[src/rtl/cpu_pkg.sv]
// Shared definitions for the 16-bit CPU control path:
// opcodes, instruction field positions, sequencer states and helpers.
package cpu_pkg;

    localparam logic [3:0] OP_NOP  = 4'h0;
    localparam logic [3:0] OP_ADD  = 4'h8;
    localparam logic [3:0] OP_ADDI = 4'h9;
    localparam logic [3:0] OP_HALT = 4'hF;

    localparam int OP_HI    = 15;
    localparam int OP_LO    = 12;
    localparam int TYPE_BIT = 11;
    localparam int RD_HI    = 10;
    localparam int RD_LO    = 8;
    localparam int RS_HI    = 7;
    localparam int RS_LO    = 5;
    localparam int RM_HI    = 4;
    localparam int RM_LO    = 2;
    localparam int IMM_HI   = 4;

    typedef enum logic [2:0] {
        FETCH,
        DECODE,
        EXEC,
        WB,
        HALT
    } state_t;

    function automatic logic writes_rd(input logic [3:0] op);
        return (op == OP_ADD) || (op == OP_ADDI);
    endfunction

    function automatic logic is_legal(input logic [3:0] op);
        return (op == OP_NOP) || (op == OP_ADD) ||
               (op == OP_ADDI) || (op == OP_HALT);
    endfunction

endpackage

[src/rtl/instr_fields.sv]
// Splits an instruction word into its fields and the sign-extended
// 5-bit immediate. Purely combinational.
module instr_fields
    import cpu_pkg::*;
(
    input  logic [15:0] ir_i,
    output logic [3:0]  opcode_o,
    output logic        type_o,
    output logic [2:0]  rd_o,
    output logic [2:0]  rs_o,
    output logic [2:0]  rm_o,
    output logic [15:0] n_o
);

    assign opcode_o = ir_i[OP_HI:OP_LO];
    assign type_o   = ir_i[TYPE_BIT];
    assign rd_o     = ir_i[RD_HI:RD_LO];
    assign rs_o     = ir_i[RS_HI:RS_LO];
    assign rm_o     = ir_i[RM_HI:RM_LO];
    assign n_o      = {{11{ir_i[IMM_HI]}}, ir_i[IMM_HI:0]};

endmodule

[src/rtl/control_sequencer.sv]
// Multi-cycle fetch/decode/execute/writeback sequencer.
// One instruction in flight; fetch uses a req/ack handshake.
module control_sequencer
    import cpu_pkg::*;
#(
    parameter int                DATA_W   = 16,
    parameter logic [DATA_W-1:0] RESET_PC = '0
) (
    input  logic              clk,
    input  logic              rst_n,
    input  logic              run,
    output logic              mem_req,
    output logic [DATA_W-1:0] mem_addr,
    input  logic              mem_ack,
    input  logic [DATA_W-1:0] mem_rdata,
    output logic [DATA_W-1:0] instruction,
    output logic [DATA_W-1:0] N,
    output logic [2:0]        rs_addr,
    output logic [2:0]        rm_addr,
    input  logic [DATA_W-1:0] aluout,
    output logic              wb_en,
    output logic [2:0]        wb_addr,
    output logic [DATA_W-1:0] wb_data,
    output logic              illegal,
    output logic              halted,
    output logic [DATA_W-1:0] instr_count
);

    state_t            state_q, state_d;
    logic [DATA_W-1:0] pc_q, pc_d;
    logic [DATA_W-1:0] ir_q, ir_d;
    logic [DATA_W-1:0] res_q, res_d;
    logic [DATA_W-1:0] cnt_q, cnt_d;
    logic              pend_q, pend_d;

    logic [3:0]        opcode;
    logic              unused_type;

    instr_fields u_fields (
        .ir_i     (ir_q),
        .opcode_o (opcode),
        .type_o   (unused_type),
        .rd_o     (wb_addr),
        .rs_o     (rs_addr),
        .rm_o     (rm_addr),
        .n_o      (N)
    );

    // A request, once raised, is held by pend_q until acked even if run drops.
    assign mem_req     = rst_n & (state_q == FETCH) & (run | pend_q);
    assign wb_en       = rst_n & (state_q == WB) & writes_rd(opcode);
    assign illegal     = rst_n & (state_q == WB) & ~is_legal(opcode);
    assign halted      = rst_n & (state_q == HALT);
    assign mem_addr    = pc_q;
    assign instruction = ir_q;
    assign wb_data     = res_q;
    assign instr_count = cnt_q;

    // Next-state logic: advance one phase per cycle, FETCH waits for ack.
    always_comb begin
        state_d = state_q;
        pc_d    = pc_q;
        ir_d    = ir_q;
        res_d   = res_q;
        cnt_d   = cnt_q;
        pend_d  = 1'b0;
        unique case (state_q)
            FETCH: begin
                pend_d = mem_req & ~mem_ack;
                if (mem_req && mem_ack) begin
                    ir_d    = mem_rdata;
                    state_d = DECODE;
                end
            end
            DECODE: state_d = EXEC;
            EXEC: begin
                res_d   = aluout;
                state_d = WB;
            end
            WB: begin
                pc_d    = pc_q + 1'b1;
                cnt_d   = cnt_q + 1'b1;
                state_d = (opcode == OP_HALT) ? HALT : FETCH;
            end
            HALT: state_d = HALT;
            default: state_d = FETCH;
        endcase
    end

    // State and datapath registers with synchronous active-low reset.
    always_ff @(posedge clk) begin
        if (!rst_n) begin
            state_q <= FETCH;
            pc_q    <= RESET_PC;
            ir_q    <= '0;
            res_q   <= '0;
            cnt_q   <= '0;
            pend_q  <= 1'b0;
        end else begin
            state_q <= state_d;
            pc_q    <= pc_d;
            ir_q    <= ir_d;
            res_q   <= res_d;
            cnt_q   <= cnt_d;
            pend_q  <= pend_d;
        end
    end

endmodule

[config.mk]
export PLATFORM = sky130hd
export DESIGN_NAME = control_sequencer
export DESIGN_NICKNAME = d
export VERILOG_FILES = /design/src/rtl/cpu_pkg.sv /design/src/rtl/instr_fields.sv /design/src/rtl/control_sequencer.sv
export SDC_FILE = /design/constraint.sdc
export NUM_CORES = 1
export LEC_CHECK = 0
export CAP_MARGIN = 20
export CELL_PAD_IN_SITES_DETAIL_PLACEMENT = 1
export CELL_PAD_IN_SITES_GLOBAL_PLACEMENT = 2
export CORE_MARGIN = 2
export CORE_UTILIZATION = 23
export CTS_CLUSTER_DIAMETER = 50
export CTS_CLUSTER_SIZE = 8
export DETAILED_ROUTE_END_ITERATION = 7
export GPL_TIMING_DRIVEN = 0
export PLACE_DENSITY = 0.82
export SKIP_CTS_REPAIR_TIMING = 1
export SLEW_MARGIN = 30
export SYNTH_ARGS = -nofsm -noshare
export SYNTH_HDL_FRONTEND = slang
export SYNTH_SLANG_ARGS = --single-unit
[constraint.sdc]
create_clock -name clk -period 2 [get_ports clk]
set_input_delay 0.3 -clock clk [delete_from_list [all_inputs] [get_ports clk]]
set_output_delay 0.3 -clock clk [all_outputs]
set_load 0.02 [all_outputs]
==> results.toml <==
[power_and_ir_drop]
ir_drop_v = 0.000360
clkPwrFrac_pct = 46.2
p_sw_share_pct = 22.9
p_per_area_nw_per_um2 = 716
power.switching_uw = 791
seqPwrFrac_pct = 41.2
pwr-share-comb_pct = 12.6
p_int_uw = 2660
p_leak_uw = 0.00192

[floorplanning]
start_util_pct = 23.5
core_area_sq_um = 12600
fp.dieArea_sq_um = 13800
die_w_um = 118
die_h_um = 118
num_io_pins = 129
num_rows = 41

[global_route]
antenna_found_initial = 0
grt_max_degree = 16
overflow = 0
grt_pass1_vias = 2887
grt_pass1_wl_um = 14600
track_usage_pct = 13.1

[setup_path]
worstPathCellList = "and3b_2 -> o311ai_0 -> a21oi_1 -> clkbuf_2"
cp_max_fo = 8
cp_slowest_stage_delay_ps = 400
path_depth = 4
setup.worst_path.start = "state_q[2]$_SDFFE_PN0P_"
endpoint = "illegal"
crit_slowest_cell = "dfxtp_1"
ff2ff_path_depth = 4
cp_num_buf_inv = 1
crit_family = "flip-flops"
cp.required_ps = 1700
cp-start-kind = "flip-flop"
arrival_ps = 1580
worst_r2r_endpoint = "mem_addr[15]$_SDFFE_PN0N_"
r2r_start = "state_q[2]$_SDFFE_PN0P_"
end_kind = "output port"
rrSetupSlack_ps = 140
critPathKind = "flip-flop to output port"

[placement]
place_ws_ps = -711
portBuffers = 128
dpl.hpwl_um = 6660
gp_congestion = 0.703

[logic_synthesis]
avgSynthCellArea_sq_um = 8.74
synth.top_cells.by_count = "68 x dfxtp_1, 48 x nand2_1, 34 x nor2_1"
synth-seq-cells = 68
netlist_instances = 339
synth_area_sq_um = 2960
yosysWarnings = 0
yosysSeqAreaShare_pct = 45.9
ys.flop_type = "dfxtp_1"
ys_types = 37
syn-num-nets = 377
synth_area_leader_cell = "dfxtp_1"
synth-edff-count = 0
yosysMostFrequentCell = "dfxtp_1"
synth_top_area_share_pct = 45.9
yosys-top-cells-area = "dfxtp_1 46%, mux2i_1 7.8%, buf_4 7.1%"
synthArstFlopShare_pct = 0

[timing]
slew_violations = 0
period_needed_ps = 1880
rsz0062_at_grt = "no"
tightest_slew_ps = 704
max_freq_mhz = 531
fin_tns_setup_ps = 0
fin_ws_ps = 119
finalHoldViolCount = 0
setup_viol = 0
fin_skew_ps = 5.08
finalCritPeriodShare_pct = 94.1
relSlewSlack_pct = 52.6

[drt]
routed_wl_um = 8870
drc = 0
firstDrtPassIters = 4
first_iter_violations = 70
vias = 2833
drt-wirelength-per-cell_um = 13.5
ant_nets = 0
routed_via_density = 4.32

[clocking]
clock_latency_ps = 320
path_clk_slew_ps = 50
cts_buffers = 9
cts_tree = "built"
cts_max_level = 3
cts_root_buf = "clkbuf_16"
clockBufferDepth = 2
cts.sinks = 68

[layout]
drive_gt1_share_pct = 13.2
multiInputGateArea_sq_um = 1330
antennaDiodeCount = 0
area_delta_synth_final_pct = 62.5
nNetsFinal = 518
regArea_sq_um = 1360
fill_cells = 1513

[min_path]
hold_path.class = "primary input to flip-flop"

[run]
drv_cap = 0

[status]
status = "finished, final reports clean"
[worst reg2reg max path: cells and delay by family (launching register included)]
| family | cells | cell delay [ps] |
|---|---|---|
| DFF | 1 | 400 |
| muxes | 1 | 200 |
| and+or+nand+nor | 3 | 1190 |
[worst min path at each step]
stage	startpoint	endpoint	slack [ps]	cells after the start
6_report	rst_n	mem_addr[15]$_SDFFE_PN0N_	390	3
5_1_grt	rst_n	mem_addr[9]$_SDFFE_PN0N_	400	3
4_1_cts	wb_data[5]$_SDFFE_PN0P_	wb_data[5]$_SDFFE_PN0P_	460	2
3_5_place_dp	wb_data[5]$_SDFFE_PN0P_	wb_data[5]$_SDFFE_PN0P_	450	2
3_3_place_gp	wb_data[5]$_SDFFE_PN0P_	wb_data[5]$_SDFFE_PN0P_	440	2
2_1_floorplan	mem_ack	pend_q$_SDFF_PN0_	370	1
[cell type report]
type / instances / share of cell area [%]
well taps: 172 / 4.47
inverters: 7 / 0.546
plain buffers: 40 / 5.46
clock buffers: 15 / 6.39
multi-input cells: 222 / 27.6
flip-flops and latches: 68 / 28.3
repair buffers: 132 / 27.2
[cell usage in the layout, fill, tap and decap left out, types with 3 or more instances in the layout]
master	netlist	final
nand2_1	48	48
or3_1	9	9
dfxtp_1	68	66
and3_1	3	3
nor3_1	6	4
clkbuf_16	0	9
buf_2	3	3
nand4_1	7	7
clkbuf_8	0	6
nand3_1	11	11
dlymetal6s2s_1	0	3
buf_4	28	32
clkbuf_1	11	8
a21oi_1	28	28
and4_1	3	3
mux2i_1	23	23
xnor2_1	6	6
xor2_1	10	10
nand2b_1	5	5
nor2_1	34	33
inv_1	6	6
clkdlybuf4s50_1	0	123
o21ai_0	11	11
[stage by stage]
step	cell area, sq um	hold WS, ps	utilization [%]	cells	power, uW
detailed placement	4460	448	35.3	639	1890
floorplan	2960	372	-	339	1660
global route	4810	404	38.2	656	3610
CTS	4770	456	37.8	654	3510
finish	4810	386	38.2	656	3450
global placement	4460	442	35.3	639	1880
[kinds of logic after synthesis]
family                   Yosys count  synth area share, %
AO/OA/AOI/OAI                     43                 7.77
XOR/XNOR                          16                 4.73
adder cells (fa/ha/maj)            2                0.844
buffers and inverters             49                 9.88
flip-flops                        68                 45.9
multiplexers                      23                 7.77
AND/OR/NAND/NOR                  138                 23.1
[flip-flops by register name, indices dropped and copies added (netlist names)]
register     cells
wb_data         16
instr_count     16
instruction     16
state_q          3
pend_q           1
mem_addr        16
[per-layer routing]
metal	track usage, %	vias to the layer above	wire length (um)
met1	15.5	1342	3930
met3	4.84	9	580
met4	3.61	0	91
li1	-	1404	-
met2	22.3	78	4260
met5	0	-	0
[power groups by stage]
stage                     combinational (uW)  sequential (uW)  clock [uW]
after floorplan                          180             1480           0
after global placement                   434             1450           0
after detailed placement                 440             1450           0
after CTS                                442             1420        1650
after global routing                     473             1420        1710
final                                    436             1420        1590
(Power assumes the default switching activity.)
